$ cat src/rtl/hdlc_frame_ctrl.sv
`default_nettype none
// ============================================================================
// Module      : hdlc_frame_ctrl
// Description : HDLC frame controller. It enforces frame length limits,
//               flags aborted frames, and re-times bytes so that the last
//               payload byte carries the end marker.
//               Optional macro: HDLC_FCS_CHECK_EN enables the CRC-16/X.25
//               residue check.
// Revision    : 1.0 - initial release
// ============================================================================
module hdlc_frame_ctrl #(
    parameter int MIN_LEN = 4,
    parameter int MAX_LEN = 1500,
    parameter int CNT_W   = 16
) (
    input  logic             clk,
    input  logic             rst_n,
    input  logic             in_valid,
    input  logic             sop_in,
    input  logic             eop_in,
    input  logic [7:0]       data_in,
    output logic             out_valid,
    output logic             out_sop,
    output logic             out_eop,
    output logic             out_err,
    output logic [7:0]       out_data,
    output logic             busy,
    output logic [CNT_W-1:0] ok_cnt,
    output logic [CNT_W-1:0] err_cnt
);

    localparam logic [CNT_W-1:0] c_MIN_LEN = CNT_W'(MIN_LEN);
    localparam logic [CNT_W-1:0] c_MAX_LEN = CNT_W'(MAX_LEN);
    localparam logic [CNT_W-1:0] c_LEN_SAT = CNT_W'(MAX_LEN + 1);
    localparam logic [CNT_W-1:0] c_LEN_ONE = CNT_W'(1);
    localparam logic [7:0]       c_FLAG    = 8'h7E;

    typedef enum logic [1:0] {
        S_IDLE = 2'd0,
        S_RECV = 2'd1,
        S_DROP = 2'd2
    } state_t;

    state_t           r_state;
    state_t           w_state_nxt;
    logic [7:0]       r_hold_data;
    logic             r_hold_sop;
    logic [CNT_W-1:0] r_len;
    logic [CNT_W-1:0] w_len_nxt;
    logic             r_out_valid, r_out_sop, r_out_eop, r_out_err;
    logic [7:0]       r_out_data;
    logic [CNT_W-1:0] r_ok_cnt, r_err_cnt;
    logic             w_emit, w_eop, w_err, w_load, w_new;
    logic             w_fcs_bad;
    logic             w_restart;

`ifdef HDLC_FCS_CHECK_EN
    logic [15:0] r_crc;

    // Reflected CRC-16/X.25 (poly 0x8408), LSB first; good residue 0xF0B8
    function automatic logic [15:0] f_crc_byte(input logic [15:0] crc, input logic [7:0] d);
        logic [15:0] c;
        c = crc ^ {8'h00, d};
        for (int i = 0; i < 8; i++) begin
            c = c[0] ? ((c >> 1) ^ 16'h8408) : (c >> 1);
        end
        return c;
    endfunction

    assign w_fcs_bad = (r_crc != 16'hF0B8);

    always_ff @(posedge clk or negedge rst_n) begin
        if (!rst_n) begin
            r_crc <= 16'hFFFF;
        end else if (w_load) begin
            r_crc <= f_crc_byte(w_new ? 16'hFFFF : r_crc, data_in);
        end
    end
`else
    assign w_fcs_bad = 1'b0;
`endif

    // A combined sop+eop only opens a new frame when its byte is not the flag itself
    assign w_restart = sop_in && (data_in != c_FLAG);

    always_comb begin
        w_state_nxt = r_state;
        w_len_nxt   = r_len;
        w_emit      = 1'b0;
        w_eop       = 1'b0;
        w_err       = 1'b0;
        w_load      = 1'b0;
        w_new       = 1'b0;
        if (in_valid) begin
            case (r_state)
                S_IDLE: begin
                    if (sop_in && (!eop_in || w_restart)) begin
                        w_load = 1'b1;
                        w_new  = 1'b1;
                    end
                end
                S_RECV: begin
                    if (eop_in) begin
                        w_emit = 1'b1;
                        w_eop  = 1'b1;
                        w_err  = (r_len < c_MIN_LEN) || w_fcs_bad;
                        if (w_restart) begin
                            w_load = 1'b1;
                            w_new  = 1'b1;
                        end else begin
                            w_state_nxt = S_IDLE;
                        end
                    end else if (sop_in) begin
                        w_emit = 1'b1;
                        w_eop  = 1'b1;
                        w_err  = 1'b1;
                        w_load = 1'b1;
                        w_new  = 1'b1;
                    end else if (r_len >= c_MAX_LEN) begin
                        w_emit      = 1'b1;
                        w_eop       = 1'b1;
                        w_err       = 1'b1;
                        w_len_nxt   = c_LEN_SAT;
                        w_state_nxt = S_DROP;
                    end else begin
                        w_emit    = 1'b1;
                        w_load    = 1'b1;
                        w_len_nxt = r_len + c_LEN_ONE;
                    end
                end
                S_DROP: begin
                    if (eop_in) begin
                        if (w_restart) begin
                            w_load = 1'b1;
                            w_new  = 1'b1;
                        end else begin
                            w_state_nxt = S_IDLE;
                        end
                    end else if (sop_in) begin
                        w_load = 1'b1;
                        w_new  = 1'b1;
                    end
                end
                default: w_state_nxt = S_IDLE;
            endcase
            if (w_new) begin
                w_len_nxt   = c_LEN_ONE;
                w_state_nxt = S_RECV;
            end
        end
    end

    always_ff @(posedge clk or negedge rst_n) begin
        if (!rst_n) begin
            r_state     <= S_IDLE;
            r_len       <= '0;
            r_hold_data <= 8'h00;
            r_hold_sop  <= 1'b0;
            r_out_valid <= 1'b0;
            r_out_sop   <= 1'b0;
            r_out_eop   <= 1'b0;
            r_out_err   <= 1'b0;
            r_out_data  <= 8'h00;
            r_ok_cnt    <= '0;
            r_err_cnt   <= '0;
        end else begin
            r_state     <= w_state_nxt;
            r_len       <= w_len_nxt;
            r_out_valid <= w_emit;
            r_out_sop   <= w_emit && r_hold_sop;
            r_out_eop   <= w_eop;
            r_out_err   <= w_err;
            r_out_data  <= w_emit ? r_hold_data : 8'h00;
            if (w_load) begin
                r_hold_data <= data_in;
                r_hold_sop  <= w_new;
            end
            if (w_eop) begin
                if (w_err) r_err_cnt <= r_err_cnt + c_LEN_ONE;
                else       r_ok_cnt  <= r_ok_cnt + c_LEN_ONE;
            end
        end
    end

    assign out_valid = r_out_valid;
    assign out_sop   = r_out_sop;
    assign out_eop   = r_out_eop;
    assign out_err   = r_out_err;
    assign out_data  = r_out_data;
    assign busy      = (r_state != S_IDLE);
    assign ok_cnt    = r_ok_cnt;
    assign err_cnt   = r_err_cnt;

endmodule
`default_nettype wire
$ cat config.mk
export PLATFORM = sky130hd
export DESIGN_NAME = hdlc_frame_ctrl
export DESIGN_NICKNAME = d
export VERILOG_FILES = /design/src/rtl/hdlc_frame_ctrl.sv
export SDC_FILE = /design/constraint.sdc
export NUM_CORES = 1
export LEC_CHECK = 0
export BUFFER_PORTS_ARGS = -buffer_cell sky130_fd_sc_hd__buf_2
export CORE_ASPECT_RATIO = 0.75
export CORE_MARGIN = 3
export CORE_UTILIZATION = 35
export CTS_CLUSTER_SIZE = 8
export DETAILED_ROUTE_END_ITERATION = 8
export PLACE_DENSITY = 0.56
export SKIP_CTS_REPAIR_TIMING = 1
export SYNTH_ARGS = -nofsm -noshare
export SYNTH_HDL_FRONTEND = slang
export SYNTH_SLANG_ARGS = --single-unit
$ cat constraint.sdc
create_clock -name clk -period 4.6 [get_ports clk]
set_input_delay 0.46 -clock clk [delete_from_list [all_inputs] [get_ports clk]]
set_output_delay 0.46 -clock clk [all_outputs]
set_load 0.01 [all_outputs]
== Yosys cells after proc, flatten, opt, wreduce, memory -nomap -nowiden ==
Cells that the tools add are included.
Storage, ports and cells
  bits of input ports: 13
  output and inout port bits: 45
  register bits: 71
  logic and storage cells: 74
Operators by class
  eq/ne operators: 9
  add/sub/neg operators: 3
  magnitude comparators: 2
  reduce and logical (&&, ||, !) cells: 13
  muxes and demuxes: 35
  bitwise operators: 1
Operators by type and width (count)
  two-way mux 16 bit: 5
  adder 16 x 1 -> 16 bit, second input constant: 3
  two-way mux 1 bit: 20
  greater-or-equal comparator 16 x 11 -> 1 bit, second input constant: 1
  less-than comparator 16 x 3 -> 1 bit, second input constant: 1
  two-way mux 2 bit: 6
  two-way mux 8 bit: 1
  != test 4 bit, second input constant: 2
  != test 8 x 7 -> 1 bit, second input constant: 1
  case mux 2 bit (3 select lines): 1
  AND reduction 5 bit: 1
  != test 2 x 1 -> 1 bit, second input constant: 2
  AND reduction 2 bit: 2
  AND reduction 4 bit: 1
  nonzero test 2 bit: 2
  logical AND 1 bit: 3
  != test 3 bit, second input constant: 1
  case mux 1 bit (3 select lines): 1
  == test 2 x 1 -> 1 bit, second input constant: 1
  == test 2 bit, second input constant: 1
  logical NOT 2 bit: 1
  != test 2 bit, second input constant: 1
  case mux 1 bit (2 select lines): 1
  OR reduction 2 bit: 1
  other kinds (3): 3

== Logic depth before layout (Yosys ltp) ==
  depth in word-level cells: 9
  depth in mapped cells: 9
  mapped depth without buffers: 8

== Worst setup path after synthesis ==
OpenSTA, ideal clock, no wires.
  path type: flip-flop to flip-flop
  from: register r_state[1]
  to: register r_len[0]
  arrival: 1825 ps
  stages on the path, launching flop included: 9
  buffers on the path: 0
  setup slack: 2651 ps
  library setup time: 125 ps
  clock period less this slack: 1949 ps
  required time: 4475 ps
  cell sequence: dfrtp_1 -> inv_1 -> ha_1 -> nand2_1 -> inv_1 -> nand2_1 -> a21oi_1 -> nand2_1 -> mux2_2
Between the ends
  longest elaborated chain between the ends: 6
  elaborated cells between the ends (all ways): 11
  classes of those cells: eq/ne: 4; mux: 3; reduce/logical: 4
RTL lines
  from (decl): line 44  | state_t r_state;
  from (signal assigned): line 167  | r_state <= w_state_nxt;
  == test 2 bit or == test 2 x 1 -> 1 bit (tied branches): line 95  | case (r_state)
  OR reduction 2 bit (no line)
  case mux 1 bit (2 select lines): line 95
  two-way mux 1 bit: line 94  | if (in_valid) begin
  != test 2 x 1 -> 1 bit (no line) or nonzero test 2 bit (tied branches)
  AND reduction 4 bit (no line)
  to (signal assigned): line 168  | r_len <= w_len_nxt;
  to (decl): line 48  | logic [CNT_W-1:0] r_len;
Several ways; a longest one is shown, not always the timed one. The select of a mux whose other input is x is not followed.
A chain may end at the register's enable or synchronous reset.

== Final worst setup path ==
Ends and elaborated chain as after synthesis.

==> results.sh <==
export IMPL_die_area_um2=11500
export IMPL_critPathSlowestCell="a21oi_1"
export IMPL_htree_levels=3
export IMPL_nFillCells=946
export IMPL_rows=31
export IMPL_met1_usage=0.213
export IMPL_coreArea_um2=9770
export IMPL_nets=403
export IMPL_multiInputGateArea_um2=1660
export IMPL_synth_top_area_frac=0.498
export IMPL_rr_startpoint="r_state[1]"
export IMPL_busiest_layer="met2"
export IMPL_clk_path_buf_depth=2
export IMPL_ys_ff_latch=71
export IMPL_yosys_top_cells_count="dfrtp_1 (71), and3_1 (21), nand2_1 (18), xor2_1 (18), nor2_1 (15)"
export IMPL_grt_max_degree=42
export IMPL_wl_per_cell_um=15.6
export IMPL_tns_ps=0
export IMPL_syn_inst=325
export IMPL_seqCellArea_um2=1780
export IMPL_cts_num_sinks=71
export IMPL_cp_start_kind="flip-flop"
export IMPL_grt_pass1_vias=2590
export IMPL_final_hold_viol_count=0
export IMPL_place_ws_ps=1900
export IMPL_utilization=0.437
export IMPL_rr_worst_depth=8
export IMPL_critPathTopFamily="simple AND/OR/NAND/NOR gates"
export IMPL_place_gp_congestion=0.816
export IMPL_dieHeight_um=93.4
export IMPL_cp_end_kind="flip-flop"
export IMPL_antenna_cells=0
export IMPL_clkLatencyLatePin_ps=340
export IMPL_yosysUniqueCellTypes=57
export IMPL_cts_made_buffers=9
export IMPL_track_usage=0.150
export IMPL_synth_async_reset_ratio=1.00
export IMPL_rr_endpoint="r_len[0]"
export IMPL_crit_path_cell_trace="inv_1 -> ha_1 -> nand2_1 -> inv_1 -> nand2_1 -> a21oi_1 -> nand2_1 -> mux2_2"
export IMPL_use_met3=0.0490
export IMPL_drtPass1Iterations=4
export IMPL_finalNonFillerCells=519
export IMPL_slew_headroom=0.430
export IMPL_cp_required_ps=4820
export IMPL_die_x_um=123
export IMPL_synth_ff_type="dfrtp_1"
export IMPL_worstPathMaxFanout=14
export IMPL_final_setup_viol_count=0
export IMPL_avgViaCountPerCell=5.20
export IMPL_synth_top_area_cell="dfrtp_1"
export IMPL_vias=2699
export IMPL_syn_area_um2=3570
export IMPL_status="finished clean"
export IMPL_start_util=0.365
export IMPL_antenna_found_initial=0
export IMPL_timing_hold_ws_ps=178
export IMPL_dp_hpwl_mm=5.78
export IMPL_p_total_mw=2.08
export IMPL_top_level_ports=58
export IMPL_yosysSeqAreaShare=0.498
export IMPL_hp_class="in -> async"
export IMPL_postLayoutSetupSlackWorst_ps=1900
export IMPL_grt_pass1_wl_mm=13.3
export IMPL_cts_root_buffer="clkbuf_16"
export IMPL_yosys_top_cells_area="dfrtp_1 (50%), xor2_1 (4.4%), and3_1 (3.7%)"
export IMPL_peakVddDrop_v=0.000179
export IMPL_fin_worst_skew_ps=4.25
export IMPL_synth_most_common_cell="dfrtp_1"
export IMPL_synth_edf_count=0
export IMPL_fin_crit_sh=0.586
export IMPL_drc_errors=0
export IMPL_area_growth_pct=19.6
export IMPL_ys_warn_count=0
export IMPL_drt_iter0_markers=176
export IMPL_drive_gt1_frac=0.261
export IMPL_grt_overflow_total=0
export IMPL_cts_tree="yes"
export IMPL_numPortBuffers=57
export IMPL_antenna_left=0
export IMPL_finalMaxSlewViolations=0
export IMPL_syn_avg_cell_area_um2=11.0
export IMPL_routed_wl_mm=8.08
export IMPL_dpl_cell_area_um2=3950
export IMPL_rsz0062_at_grt="false"
export IMPL_crit_top_cell="nand2_1"
export IMPL_syn_num_nets=346
export IMPL_worst_pin_slew_ps=855
export IMPL_period_needed_ps=2700
export IMPL_p_leak_nw=2.12
export IMPL_r2r_setup_slack_ps=1900
export IMPL_grt_util_met2=0.219
export IMPL_arrival_ps=2920
export IMPL_critPathBufInv=2
export IMPL_dpl_cell_count=503
export IMPL_cap_violations=0
export IMPL_slowest_delay_ps=440
export IMPL_clk_pin_slew_ps=60
export IMPL_path_class="reg -> reg"
export IMPL_fin_area_um2=4270
export IMPL_fmax_ghz=0.371
export IMPL_pwr_density_cell_nw_per_um2=486
==> flip-flops by register name, indices dropped and copies added (netlist names) <==
name and flops:
out_err 1, out_sop 1, ok_cnt 16, err_cnt 16, r_hold_sop 1, r_hold_data 8
r_len 16, r_state 2, out_valid 1, out_eop 1, out_data 8
==> how the worst max path moves through the flow <==
stage / depth (start not counted) / slack (ps) / end / start
2_1_floorplan: 8 / 2650 / r_len[0] / r_state[1]
3_3_place_gp: 8 / 2110 / r_len[0] / r_state[1]
3_5_place_dp: 8 / 1900 / r_len[0] / r_state[1]
4_1_cts: 8 / 1890 / r_len[0] / r_state[1]
5_1_grt: 8 / 1620 / r_len[0] / r_state[1]
6_report: 8 / 1900 / r_len[0] / r_state[1]
==> layout by cell type, fill, tap and decap left out, types with 3 or more instances in the layout <==
cell	netlist	final
and2_1	6	6
xnor2_1	12	12
nor3_1	13	13
nand4_1	13	13
a311oi_1	4	4
nor3_4	3	3
mux2_2	10	10
a21oi_1	9	9
or3_1	6	6
clkbuf_16	0	9
nor4_1	3	3
dfrtp_1	71	71
nand2_1	18	18
o21ai_0	8	8
nand3_1	14	14
xor2_1	18	18
and4_1	3	3
and3_1	21	21
ha_1	8	8
nor2_1	15	15
nand2b_1	3	3
buf_2	0	57
inv_1	13	13
nand4b_1	4	4
clkinv_2	0	3
==> cell type report <==
type / count / area share
timing repair buffer: 58 / 0.0686
tap: 132 / 0.0387
multi-input combinational: 229 / 0.390
sequential: 71 / 0.416
clock inverter: 6 / 0.0196
clock buffer: 10 / 0.0560
inverter: 13 / 0.0114
==> power breakdown <==
| group | total [mW] | switching [mW] | internal [mW] |
|---|---|---|---|
| Combinational | 0.477 | 0.273 | 0.204 |
| Sequential | 0.847 | 0.0954 | 0.751 |
| Clock | 0.752 | 0.265 | 0.487 |
| Total | 2.08 | 0.633 | 1.44 |
==> routing by layer <==
layer  vias to the layer above  wire length (µm)
met5                         -                 0
met4                         0                95
met3                         9               421
met2                        59              3580
met1                      1338              3980
li1                       1293                 -
==> logic make-up after synthesis <==
kind of cell    synth area share
compound gates            0.0828
xor+xnor                  0.0736
fa+ha+maj                 0.0281
buf+inv                   0.0361
flops                      0.498
mux                       0.0347
simple gates               0.247
(Power assumes the default switching activity.)
